[config.mk]
export PLATFORM = sky130hd
export DESIGN_NAME = booth_r4_seq_mac
export DESIGN_NICKNAME = d
export VERILOG_FILES = /design/src/rtl/radix4_booth_pkg.sv /design/src/rtl/radix4_booth_enc.sv /design/src/rtl/booth_r4_seq_mac.sv
export SDC_FILE = /design/constraint.sdc
export NUM_CORES = 1
export LEC_CHECK = 0
export BUFFER_PORTS_ARGS = -buffer_cell sky130_fd_sc_hd__buf_2
export CORE_MARGIN = 4
export CORE_UTILIZATION = 40
export CTS_BUF_LIST = sky130_fd_sc_hd__clkbuf_4 sky130_fd_sc_hd__clkbuf_8 sky130_fd_sc_hd__clkbuf_16
export CTS_CLUSTER_SIZE = 28
export DETAILED_ROUTE_END_ITERATION = 8
export SLEW_MARGIN = 25
export SYNTH_ARGS = -nofsm -noshare
export SYNTH_HDL_FRONTEND = slang
export SYNTH_HIERARCHICAL = 1
export SYNTH_SLANG_ARGS = --single-unit
[constraint.sdc]
create_clock -name clk -period 12.5 [get_ports clk]
set_clock_uncertainty 0.05 [all_clocks]
set_input_delay 2.5 -clock clk [delete_from_list [all_inputs] [get_ports clk]]
set_output_delay 2.5 -clock clk [all_outputs]
set_load 0.02 [all_outputs]
[src/rtl/radix4_booth_pkg.sv]
// Shared types and width helpers for the radix-4 Booth sequential MAC.
package radix4_booth_pkg;

  typedef enum logic [1:0] {
    ST_IDLE = 2'd0,
    ST_RUN  = 2'd1,
    ST_ACC  = 2'd2
  } state_t;

  typedef enum logic [2:0] {
    DIG_ZERO = 3'd0,
    DIG_P1   = 3'd1,
    DIG_P2   = 3'd2,
    DIG_M1   = 3'd3,
    DIG_M2   = 3'd4
  } digit_t;

  localparam int DEF_WIDTH = 8;
  localparam int DEF_ACC_W = 24;

  // Two guard bits cover the 2X digit of the most negative multiplicand.
  function automatic int ppWidth(input int w);
    return 2 * w + 2;
  endfunction

  function automatic int digitCount(input int w);
    return w / 2;
  endfunction

  function automatic digit_t decodeWindow(input logic [2:0] win);
    case (win)
      3'b001, 3'b010: return DIG_P1;
      3'b011:         return DIG_P2;
      3'b100:         return DIG_M2;
      3'b101, 3'b110: return DIG_M1;
      default:        return DIG_ZERO;
    endcase
  endfunction

endpackage

[src/rtl/radix4_booth_enc.sv]
// Radix-4 Booth digit encoder: one 3-bit multiplier window and the
// multiplicand in, sign-extended partial product out.
module radix4_booth_enc
  import radix4_booth_pkg::*;
#(
  parameter int WIDTH = DEF_WIDTH
) (
  input  logic        [2:0]              i_win,
  input  logic signed [WIDTH-1:0]        i_x,
  output logic signed [ppWidth(WIDTH)-1:0] o_pp
);

  localparam int PP_W = ppWidth(WIDTH);

  logic signed [PP_W-1:0] w_xExt;

  assign w_xExt = PP_W'(i_x);

  always_comb begin
    o_pp = '0;
    case (decodeWindow(i_win))
      DIG_P1:  o_pp = w_xExt;
      DIG_P2:  o_pp = w_xExt <<< 1;
      DIG_M1:  o_pp = -w_xExt;
      DIG_M2:  o_pp = -(w_xExt <<< 1);
      default: o_pp = '0;
    endcase
  end

endmodule

[src/rtl/booth_r4_seq_mac.sv]
// Sequential signed radix-4 Booth multiply-accumulate, one digit per clock.
// Define MACC_SAT_EN for a saturating accumulator with sticky o_ovf.
module booth_r4_seq_mac
  import radix4_booth_pkg::*;
#(
  parameter int WIDTH = DEF_WIDTH,
  parameter int ACC_W = DEF_ACC_W
) (
  input  logic                    clk,
  input  logic                    rst,
  input  logic                    i_valid,
  output logic                    o_ready,
  input  logic signed [WIDTH-1:0] x,
  input  logic signed [WIDTH-1:0] y,
  input  logic                    i_acc_clr,
  output logic                    o_valid,
  output logic signed [2*WIDTH-1:0] o_mul,
  output logic signed [ACC_W-1:0] o_acc,
  output logic                    o_ovf
);

  localparam int PP_W = ppWidth(WIDTH);
  localparam int NDIG = digitCount(WIDTH);
  localparam int K_W  = $clog2(NDIG) + 1;
  localparam logic [K_W-1:0] LAST_K = K_W'(NDIG - 1);

  state_t r_state;
  state_t w_nextState;

  logic signed [WIDTH-1:0]   r_x;
  logic        [WIDTH:0]     r_y;
  logic                      r_clr;
  logic signed [PP_W-1:0]    r_partial;
  logic        [K_W-1:0]     r_k;

  logic        [2:0]         w_win;
  logic signed [PP_W-1:0]    w_pp;
  logic signed [2*WIDTH-1:0] w_mul;
  logic signed [ACC_W-1:0]   w_mulExt;
  logic signed [ACC_W-1:0]   w_accNext;
  logic                      w_load;
  logic                      w_step;
  logic                      w_done;

  // r_y carries the implicit y[-1]=0 in bit 0, so digit k reads bits 2k+2..2k.
  assign w_win    = 3'(r_y >> {r_k, 1'b0});
  assign w_mul    = (2*WIDTH)'(r_partial);
  assign w_mulExt = ACC_W'(w_mul);

  radix4_booth_enc #(
    .WIDTH (WIDTH)
  ) u_enc (
    .i_win (w_win),
    .i_x   (r_x),
    .o_pp  (w_pp)
  );

  always_ff @(posedge clk) begin
    if (rst) r_state <= ST_IDLE;
    else     r_state <= w_nextState;
  end

  always_comb begin
    w_nextState = r_state;
    case (r_state)
      ST_IDLE: if (i_valid) w_nextState = ST_RUN;
      ST_RUN:  if (r_k == LAST_K) w_nextState = ST_ACC;
      ST_ACC:  w_nextState = ST_IDLE;
      default: w_nextState = ST_IDLE;
    endcase
  end

  always_comb begin
    o_ready = (r_state == ST_IDLE);
    w_load  = (r_state == ST_IDLE) && i_valid;
    w_step  = (r_state == ST_RUN);
    w_done  = (r_state == ST_ACC);
  end

`ifdef MACC_SAT_EN
  logic signed [ACC_W:0] w_sum;
  logic                  w_clamp;
  logic                  r_ovf;

  // One extra bit exposes signed overflow as a disagreement of the top two bits.
  assign w_sum   = (ACC_W+1)'(o_acc) + (ACC_W+1)'(w_mul);
  assign w_clamp = !r_clr && (w_sum[ACC_W] != w_sum[ACC_W-1]);

  always_comb begin
    w_accNext = w_sum[ACC_W-1:0];
    if (r_clr)          w_accNext = w_mulExt;
    else if (w_clamp)   w_accNext = w_sum[ACC_W] ? {1'b1, {(ACC_W-1){1'b0}}}
                                                 : {1'b0, {(ACC_W-1){1'b1}}};
  end

  always_ff @(posedge clk) begin
    if (rst)                r_ovf <= 1'b0;
    else if (w_done) begin
      if (r_clr)            r_ovf <= 1'b0;
      else if (w_clamp)     r_ovf <= 1'b1;
    end
  end

  assign o_ovf = r_ovf;
`else
  assign w_accNext = r_clr ? w_mulExt : o_acc + w_mulExt;
  assign o_ovf     = 1'b0;
`endif

  always_ff @(posedge clk) begin
    if (rst) begin
      r_x       <= '0;
      r_y       <= '0;
      r_clr     <= 1'b0;
      r_partial <= '0;
      r_k       <= '0;
      o_valid   <= 1'b0;
      o_mul     <= '0;
      o_acc     <= '0;
    end else begin
      o_valid <= w_done;
      if (w_load) begin
        r_x       <= x;
        r_y       <= {y, 1'b0};
        r_clr     <= i_acc_clr;
        r_partial <= '0;
        r_k       <= '0;
      end
      if (w_step) begin
        r_partial <= r_partial + (w_pp <<< {r_k, 1'b0});
        r_k       <= r_k + 1'b1;
      end
      if (w_done) begin
        o_mul <= w_mul;
        o_acc <= w_accNext;
      end
    end
  end

endmodule

==> impl_metrics.json <==
{
  "fin_util_pct": 44.9,
  "antenna_found_initial": 0,
  "fp.coreArea_um2": 15100,
  "ant_nets": 0,
  "min_from": "o_mul[11]$_SDFFE_PP0P_",
  "syn_area_um2": 6140,
  "whs_path_depth": 2,
  "hold_path_class": "reg -> reg",
  "rows": 45,
  "routed_wl_um": 15800,
  "multi_input_area_um2": 4240,
  "grt_max_degree": 74,
  "post-route-min-period_ps": 5630,
  "final_nets": 918,
  "crit_arrival_ps": 5780,
  "relSlewSlack_pct": 36.0,
  "path_clk_slew_ps": 70,
  "syn_nets": 896,
  "critPathRequiredTime_ps": 12650,
  "drv_slew": 0,
  "root_buffer": "clkbuf_16",
  "p_total_uw": 676,
  "dr.first_iter.drc_count": 505,
  "areaGrowthSynthToFinish_pct": 10.7,
  "hold_viol": 0,
  "avgViaCountPerCell": 5.57,
  "htree_levels": 3,
  "drc": 0,
  "cts_sinks": 79,
  "clk_latency_ps": 350,
  "dpl.hpwl_um": 11100,
  "pre_cts_slack_ps": 6930,
  "ir_drop_uv": 68.0,
  "worst_pin_slew_ps": 959,
  "min_to": "o_mul[11]$_SDFFE_PP0P_",
  "end_kind": "flop",
  "dieArea_um2": 17400,
  "io_pins": 63,
  "num_vias": 5824,
  "r2r_cells": 20,
  "seqCellArea_um2": 1580,
  "cts_tree": "done",
  "stdcell_count": 1046,
  "setup_tns_ps": 0,
  "n_fill_cell": 1562,
  "rsz0062_at_grt": "false",
  "start_kind": "flop",
  "leakage_nw": 2.84,
  "status": "finished, final reports clean",
  "drv_cap": 0,
  "wl_per_cell_um": 15.1,
  "port_buffers": 61,
  "clock_path_buffers": 2,
  "postCtsSetupBuffers": 0,
  "cts_inserted_buffers": 9,
  "fmax_ghz": 0.178,
  "layout_setup_ws_ps": 6870,
  "r2r-start": "r_k[0]$_SDFFE_PP0P_",
  "syn_inst": 831,
  "die_h_um": 132,
  "cts_hold_buf": 0,
  "track_usage_pct": 18.0,
  "start_util_pct": 40.6,
  "die_w_um": 132,
  "criticalPathCategory": "reg -> reg",
  "drtPass1Iterations": 5,
  "place_inst": 1030,
  "n_antenna_cell": 0,
  "fin_crit_sh_pct": 45.0,
  "rrSetupSlack_ps": 6870,
  "syn_area_per_cell_um2": 7.39,
  "grt_pass1_wl_um": 26400,
  "reg2reg_to": "r_partial[15]$_SDFFE_PP0P_",
  "ys_warn_count": 6,
  "routabilityCongestion": 0.906,
  "crit_path_max_fanout": 30,
  "drive_gt1_share_pct": 14.1,
  "overflow": 0,
  "cts_resized": 0,
  "grt_pass1_vias": 5260,
  "finalSetupViolations": 0,
  "power_density_nw_per_um2": 99.4
}
sequential cells by signal (all words and copies together) (netlist names):
register	cells
r_x	8
o_valid	1
r_partial	16
r_y	8
r_clr	1
r_k	3
r_state	2
o_acc	24
o_mul	16
area by class of cell:
cell class              count  area share (%)
well taps                 188            3.46
clock inverters             5           0.939
flip-flops and latches     79            23.3
repair buffers             67            5.15
clock buffers              11            3.63
inverters                  21            1.16
multi-input cells         675            62.4
how the worst max path moves through the flow:
stage                                   start  depth (start not counted)  slack (ps)                         end
after floorplan           r_k[1]$_SDFFE_PP0P_                         24        7450  r_partial[15]$_SDFFE_PP0P_
after global placement    r_k[0]$_SDFFE_PP0P_                         20        7020  r_partial[15]$_SDFFE_PP0P_
after detailed placement  r_k[0]$_SDFFE_PP0P_                         17        6930  r_partial[15]$_SDFFE_PP0P_
after CTS                 r_k[0]$_SDFFE_PP0P_                         17        6890  r_partial[15]$_SDFFE_PP0P_
after global routing      r_k[0]$_SDFFE_PP0P_                         20        6250  r_partial[15]$_SDFFE_PP0P_
final                     r_k[0]$_SDFFE_PP0P_                         20        6870  r_partial[15]$_SDFFE_PP0P_
metrics by stage:
stage          cell area [µm²]  hold slack, ps
2_1_floorplan             6140             383
3_3_place_gp              6490             393
3_5_place_dp              6490             396
4_1_cts                   6800             405
5_1_grt                   6800             427
6_report                  6800             401
power breakdown:
| part | switching [mW] | total, mW | internal (mW) |
|---|---|---|---|
| logic | 0.0752 | 0.124 | 0.0484 |
| clock network | 0.117 | 0.282 | 0.164 |
| registers | 0.0126 | 0.270 | 0.258 |
| total | 0.205 | 0.676 | 0.471 |
cells in the final DEF (no fill, tap or decap), types with 3 or more instances in the layout:
cell,count
nand2_1,138
a21oi_1,119
dfxtp_1,79
nor2_1,69
buf_2,61
ha_1,43
o21ai_0,35
nand3_1,26
nor3_1,23
xnor2_1,20
inv_1,19
mux2i_1,19
a211oi_1,13
a21o_1,13
xor2_1,11
and2_1,10
a31oi_1,9
clkbuf_16,9
nand2b_1,8
o21ai_1,8
mux2_2,7
nor2b_1,7
buf_4,6
o31ai_1,5
o211ai_1,5
o22ai_1,4
and3_1,4
a2111oi_0,4
mux4_2,3
nand4_1,3
a31o_1,3
or3_1,3
nor3b_1,3
critical path: stages, from the launching register on:
cell,delay [ps]
dfxtp_1,920
inv_2,180
nor2_1,250
a221oi_1,150
nor2_2,150
buf_4,310
clkinv_1,340
nor3_1,230
a21oi_1,70
a21oi_1,250
mux2i_1,170
nor3_1,200
ha_1,300
and3_4,200
a2111oi_4,410
o21ai_2,120
a31o_1,270
a211o_1,300
a211oi_1,290
mux2i_1,220
a21oi_1,70
routing by layer:
layer | share of wire, % | routed length, µm | GRT usage (%) | vias up
met1 | 51 | 7970 | 26.2 | 2670
met4 | 1.1 | 175 | 4.49 | 0
li1 | - | - | - | 3012
met3 | 4.8 | 756 | 3.55 | 15
met5 | 0 | 0 | 0 | -
met2 | 43 | 6850 | 27.2 | 127
Note: power is estimated with default switching activity, not from simulation.
